===== src/rtl/clock_weekday_segment_decoder.sv =====
// Serial 40-bit segment-frame receiver that decodes three display letters into a
// weekday code and holds the result behind a valid/ready handshake.
module clock_weekday_segment_decoder (
  input  logic       clk,
  input  logic       rst,
  input  logic       sin_data,
  input  logic       sin_valid,
  input  logic       sin_first,
  output logic [2:0] day_code,
  output logic       day_valid,
  input  logic       day_ready,
  output logic       day_err,
  output logic       overrun,
  output logic       busy
);

  typedef enum logic [1:0] {IDLE, SHIFT, DECODE, HOLD} state_t;

  state_t      state;
  state_t      state_nxt;
  logic [39:0] sreg;
  logic [5:0]  count;
  logic        take_first;
  logic        take_bit;

  // Returns {err, code}; frame layout is letter I (20b), II (10b), III (10b).
  function automatic logic [3:0] decode_frame(input logic [39:0] f);
    logic [3:0] r;
    case (f)
      {20'b11001000010000010111, 10'b1111100000, 10'b1001110101}: r = 4'b0000;
      {20'b00101000000110110000, 10'b0000000000, 10'b0000000000}: r = 4'b0001;
      {20'b11000001000001000000, 10'b0000000000, 10'b0000000000}: r = 4'b0010;
      {20'b00010110110000001000, 10'b0000000000, 10'b0000000000}: r = 4'b0011;
      {20'b11000001000001000000, 10'b1110100001, 10'b0000000000}: r = 4'b0100;
      {20'b11000000000100010110, 10'b0000000000, 10'b0000000000}: r = 4'b0101;
      {20'b11001000010000010111, 10'b0000011111, 10'b0110001010}: r = 4'b0110;
      default:                                                    r = 4'b1111;
    endcase
    return r;
  endfunction

  // A first-flagged bit restarts the frame from IDLE or mid-SHIFT only.
  assign take_first = sin_valid && sin_first && (state == IDLE || state == SHIFT);
  assign take_bit   = sin_valid && !sin_first && (state == SHIFT);
  assign busy       = (state != IDLE);

  always_comb begin
    state_nxt = state;
    case (state)
      IDLE:    if (take_first) state_nxt = SHIFT;
      SHIFT:   if (take_bit && count == 6'd39) state_nxt = DECODE;
      DECODE:  state_nxt = HOLD;
      HOLD:    if (day_ready) state_nxt = IDLE;
      default: state_nxt = IDLE;
    endcase
  end

  always_ff @(posedge clk or posedge rst) begin
    if (rst) begin
      state     <= IDLE;
      sreg      <= '0;
      count     <= '0;
      day_code  <= '0;
      day_valid <= 1'b0;
      day_err   <= 1'b0;
      overrun   <= 1'b0;
    end else begin
      state   <= state_nxt;
      overrun <= sin_valid && (state == DECODE || state == HOLD);
      if (take_first) begin
        sreg  <= {39'b0, sin_data};
        count <= 6'd1;
      end else if (take_bit) begin
        sreg  <= {sreg[38:0], sin_data};
        count <= count + 6'd1;
      end
      // Result registers load in DECODE and stay frozen through HOLD.
      if (state == DECODE) begin
        {day_err, day_code} <= decode_frame(sreg);
        day_valid           <= 1'b1;
      end else if (state == HOLD && day_ready) begin
        day_valid <= 1'b0;
      end
    end
  end

endmodule


===== config.mk =====
export PLATFORM = sky130hd
export DESIGN_NAME = clock_weekday_segment_decoder
export DESIGN_NICKNAME = d
export VERILOG_FILES = /design/src/rtl/clock_weekday_segment_decoder.sv
export SDC_FILE = /design/constraint.sdc
export NUM_CORES = 1
export LEC_CHECK = 0
export ABC_AREA = 1
export CORE_MARGIN = 2
export CORE_UTILIZATION = 54
export CTS_CLUSTER_DIAMETER = 40
export CTS_CLUSTER_SIZE = 10
export DETAILED_ROUTE_END_ITERATION = 12
export GPL_TIMING_DRIVEN = 0
export PLACE_DENSITY = 0.73
export SETUP_SLACK_MARGIN = 0.15
export SLEW_MARGIN = 20
export SYNTH_ARGS = -nofsm -noshare
export SYNTH_HDL_FRONTEND = slang
export SYNTH_SLANG_ARGS = --single-unit

===== constraint.sdc =====
create_clock -name clk -period 1.9 [get_ports clk]
set_input_delay 0.57 -clock clk [delete_from_list [all_inputs] [get_ports clk]]
set_output_delay 0.57 -clock clk [all_outputs]
set_load 0.02 [all_outputs]

==> flow_summary.yaml <==
pwr:
  power.share.sequential_pct: 35.1
  internal_power_mw: 3.03
  clockPowerShare_pct: 17.5
  p_leak_nw: 1.49
  ir_drop_mv: 0.825
  total_power_mw: 5.35
  pwr-share-comb_pct: 47.4
  p_per_area_mw_per_mm2: 1560
  switching_share_pct: 43.3
  p_switching_mw: 2.32
layout:
  final_layout_size_suffix_gt1_share_pct: 19.6
  layout_commonest_cell: "nand2_1"
  utilization_pct: 63.5
  layout_common_cells: "nand2_1 (76), nor2_1 (58), dfrtp_1 (54)"
  nets: 419
  diodes: 0
  n_fill_cell: 483
  area_growth_pct: 15.5
sta:
  slew_headroom_pct: 64.8
  finalHoldViolCount: 0
  setup_ws_ps: 175
  setup_violations: 0
  worst_slew_pin_slew_ps: 527
  fin_crit_sh_pct: 90.8
  min_period_ps: 1730
  slew_violations: 0
  clock.fmax_ghz: 0.580
  clock_skew_ps: 4.64
  rsz0062_at_grt: "true"
  fin_hold_ws_ps: 483
detailed_routing:
  firstDrtPassIters: 5
  met2WireLength_microns: 2860
  vias: 2532
  viasPerCell: 5.26
  wl_microns: 6210
  drtAntennaViolNets: 0
  highest_layer: "met4"
  dr_wl_met3_microns: 242
  wl_met1_microns: 2970
  wl_per_cell_microns: 12.9
  drt_iter0_drc: 158
  drt_drc_violations_left: 0
global_routing:
  grt_pass1_vias: 2412
  grt.total_usage_pct: 21.5
  grt_pass1_wl_microns: 10500
  grt_max_degree: 32
  antenna_found_initial: 0
  gr-total-overflow: 0
synthesis:
  synth_cell_types: 29
  syn-cell-area_sq_mm: 0.00297
  yosysTopAreaCell: "dfrtp_1"
  syn-num-nets: 394
  syn_inst: 383
  synth_edf_count: 0
  avgSynthCellArea_sq_um: 7.76
  yosysWarnings: 0
  synth_top_area_share_pct: 45.5
  yosys-top-cells-area: "dfrtp_1 (45%), nand2_1 (9.7%), o22ai_1 (8.0%), nor2_1 (7.8%), inv_1 (3.9%)"
  synth-seq-cells: 54
  ys_seq_area_share_pct: 45.5
  async_flop_share_pct: 100
  synth-main-ff-cell: "dfrtp_1"
floorplan:
  num_io_pins: 13
  fp.coreArea_sq_mm: 0.00541
  initial_core_util_pct: 55.0
  die-area_sq_mm: 0.00611
  die-width_microns: 78.2
  die_h_microns: 78.2
  rows: 27
setup_path:
  r2r_setup_slack_ps: 220
  critPathKind: "reg2out"
  startpoint_type: "flop"
  cp.arrival_ps: 1160
  cp-end-kind: "output port"
  path_max_fanout: 4
  crit_required_ps: 1330
cts:
  clk_pin_slew_ps: 100
  hold_buffers: 0
  cts_tree: "done"
  cts_buffer_depth: 2
  cts.sinks: 54
  clk_latency_ps: 310
  cts_root_buf: "clkbuf_8"
  cts-buffers-inserted: 5
  htree_levels: 2
run:
  maxCapViolations: 0
placed_design:
  post-dp-hpwl_microns: 4600
  post-place-ws_ps: -365
  globalplace.congestion: 0.877
  portBuffers: 12
worst_hold_path:
  hp-class: "reg2reg"
outcome:
  outcome: "completed"
[timing repair]
action	CTS	global route
pin swaps	0	1
buffers inserted	2	3
gates resized for setup	19	13
endpoints found under the setup margin	50	46
[metrics by stage]
step	std cells	setup TNS (ps)	cell area, sq um
after floorplan	383	0	2980
after global placement	467	-13040	3190
after detailed placement	468	-14130	3210
after CTS	478	0	3390
after global routing	481	0	3430
final	481	0	3430
[power by group through the flow]
stage          registers, mW  logic [mW]  clock network [mW]
5_1_grt                 1.93        2.82               0.996
3_3_place_gp            1.89        2.38                   0
6_report                1.88        2.54               0.938
2_1_floorplan           1.90        1.87                   0
4_1_cts                 1.87        2.48               0.954
3_5_place_dp            1.89        2.42                   0
[worst max-delay path, stage by stage, from the launching register on]
cell and delay (ps):
dfrtp_1 420, inv_2 90, ha_4 150, inv_1 40, buf_2 150
[logic make-up (layout without fill, tap and decap cells)]
kind of cell,Yosys count,after routing,synth area share (%)
flip-flops,54,54,45.5
AND/OR/NAND/NOR,203,203,32.9
buffers and inverters,66,92,8.50
adder cells (fa/ha/maj),5,5,2.11
AO/OA/AOI/OAI,55,55,11.0
[path summary, 6_finish.rpt]
path | cells past startpoint | from | to
max | 4 | state[0] | busy
min | 2 | day_code[2] | day_code[2]
max reg2reg | 6 | state[0] | sreg[36]
min reg2reg | 2 | day_code[2] | day_code[2]
max in group asynchronous | 3 | rst | sreg[16]
min in group asynchronous | 2 | rst | sreg[5]
[cell usage after synthesis, types with 5 or more instances]
cell type and n:
nand2_2 7, dfrtp_1 54, nor2_1 62, o22ai_1 38
o21ai_1 5, nor3_1 6, nand2_1 77, inv_2 26
inv_1 31, a21oi_1 6, nand3_1 22, ha_1 5
nand4_1 7
[layer usage]
metal | vias to the layer above | GRT usage [%]
met5 | - | 0
met4 | 0 | 7.54
met3 | 13 | 3.56
met2 | 50 | 36.1
met1 | 1175 | 28.2
li1 | 1294 | -
[state kept, by name, indices dropped and copies added (netlist names)]
name / cells
count: 6
day_valid: 1
day_err: 1
day_code: 3
sreg: 40
state: 2
overrun: 1
[cell type report]
cell class	instances	area, sq um	area share [%]
sequential	54	1350	39.4
inverter	58	221	6.45
clock inverter	2	60.1	1.75
multi-input combinational	263	1410	41.2
tap	72	90.1	2.62
buffer	8	46.3	1.35
clock buffer	6	82.6	2.41
timing repair buffer	18	168	4.88
Power figures use the tool's default switching activity.
==> edit, RTL diff (same settings) <==
Encoding of `state_t`: now Gray code (2 bits for 4 states).
--- a/src/rtl/clock_weekday_segment_decoder.sv
+++ b/src/rtl/clock_weekday_segment_decoder.sv
@@ -14,7 +14,7 @@
   output logic       busy
 );
 
-  typedef enum logic [1:0] {IDLE, SHIFT, DECODE, HOLD} state_t;
+  typedef enum logic [1:0] {IDLE = 2'b00, SHIFT = 2'b01, DECODE = 2'b11, HOLD = 2'b10} state_t;
 
   state_t      state;
   state_t      state_nxt;
Function: same outputs for any inputs over 10 cycles, from zero or initial values and one cycle with rst high; not proved beyond that.
==> edit against the original RTL <==
Area after synthesis shrank 3.2%; design area shrank 5.3%; worst hold slack lost 0.010 ns; sequential cell count is the same; first-iteration DRC count shrank 5.7%; synthesized cell count grew 0.26%; clock skew grew 0.0061 ns; worst setup slack gained 0.084 ns; via count shrank 0.59%; final cell count shrank 1.0%; count of clock-buffer cells in the layout is the same; wire length shrank 0.56%; largest cell class is now flip-flops and latches.
Power is not compared: it rests on default switching activity, and its combinational part moved more than twofold at a synthesized area within 25%.
==> edit: results (changes against the original RTL) <==
[drt]
via_per_inst=5.29  ; +0.45%
dr.pass1.iters=4  ; -1
drt_iter0_drc=149  ; -5.7%
routed_wirelength_mm=6.17  ; -0.56%

[placement]
dp_hpwl_mm=4.68  ; +1.7%
place_area_mm2=0.00311  ; -3.0%
gp_congestion=0.945  ; +7.7%
pre_cts_ws_ns=-0.275  ; +0.0897 ns
dpl.cell_count=467  ; -0.21%

[cells_and_area]
drive_gt1_share_pct=15.5  ; -4.0 points
layout.cells.non_filler=476  ; -1.0%
top_regs=sreg (40), count (6), day_code (3)
num_antenna_cells=0  ; unchanged
num-fill-cells=509  ; +5.4%
nets=412  ; -1.7%

[critical_path]
rr_worst_depth=8  ; +2
startpoint=state[1]$_DFFE_PP0P_
cp_slowest_cell=dfrtp_2
cp_max_fo=3  ; -1
critPathTopFamily=flip-flops
worstPathArrival_ns=1.07  ; -0.09 ns
max_stage_delay_ns=0.42  ; about the same
r2r_slack_ns=0.33  ; +0.11 ns
r2r-end=count[5]$_DFFE_PP0P_

[worst_hold_path]
worst_hold_path_type=flop to flop
whs_endpoint=count[5]$_DFFE_PP0P_
hp-start=count[5]$_DFFE_PP0P_
hold_depth=1  ; -1

[grt]
grt_max_degree=34  ; +6.3%
track_usage_pct=23.0  ; +1.6 points
grt_pass1_vias=2449  ; +1.5%
grt_util_met2_pct=39.4  ; +3.3 points
grt_use_met3_pct=4.59  ; +1.0 points
grt_pass1_wl_mm=11.0  ; +4.3%
grtUsageMet1_pct=30.1  ; +2.0 points

[power_and_ir_drop]
p_clk_mw=0.682
power_frac_seq_pct=46.0
leakage_nw=1.45

[synth]
synth_adder_area_share_pct=0.435  ; -1.7 points
synth_fp_nets=391  ; -0.76%
yosys_register_bits=54  ; unchanged
synth_xor_area_share_pct=0  ; unchanged
synth_commonest_cells=82 x nand2_1, 59 x nor2_1, 54 x dfrtp_1
postSynthAreaPerCell_um2=7.49  ; -3.5%
synth_cell_types=27  ; -6.9%
synthMuxAreaShare_pct=0  ; unchanged
synth_area_leaders=dfrtp_1 47%, nand2_1 11%, nor2_1 7.7%
synth_compound_area_share_pct=10.5  ; -0.55 points
synth-seq-area-share_pct=47.0  ; +1.5 points
synth_edf_count=0  ; unchanged

[cts]
cts.clk_slew.worst_paths_ns=0.09
htree_levels=2  ; unchanged
clk_path_buf_depth=2  ; unchanged
root_buffer=clkbuf_8

[timing]
period_needed_ns=1.64  ; -0.0835 ns
finClkSkew_ns=0.0107  ; +0.00607 ns
timing.hold.ws_ns=0.473  ; -0.0105 ns
timing_hold_violations_final=0  ; unchanged
worst_pin_slew_ns=0.511  ; -0.0160 ns

[outcome]
status=complete, no violations

-- edit: changes by cell type in the layout (fill, tap and decap cells not counted), moves of 5 or more --
cell	before	now
buf_4	9	2
inv_1	28	40
inv_2	28	16
nand2_1	76	81
nand3_1	22	31
o21ai_0	4	18
o21ai_1	5	0
o22ai_1	38	28
-- edit: final cells by class --
cell class	count	area [um2]	area share [%]
Tap cell	70	87.6	2.69
Clock buffer	6	82.6	2.54
Multi-Input combinational cell	264	1310	40.2
Sequential cell	54	1350	41.6
Inverter	57	218	6.69
Clock inverter	2	16.3	0.500
Timing Repair Buffer	14	138	4.23
Buffer	9	50.0	1.54
-- edit: per-layer routing --
layer	vias up	routed length, um
met5	-	0
met4	0	65
met3	5	200
met2	35	3080
met1	1190	2830
li1	1287	-
-- edit: repair_timing --
action / CTS / global route
endpoints found under the setup margin: 47 / 38
gates cloned: 0 / 0
buffers inserted: 0 / 1
hold endpoints to repair: 0 / 0
resized for setup: 10 / 18
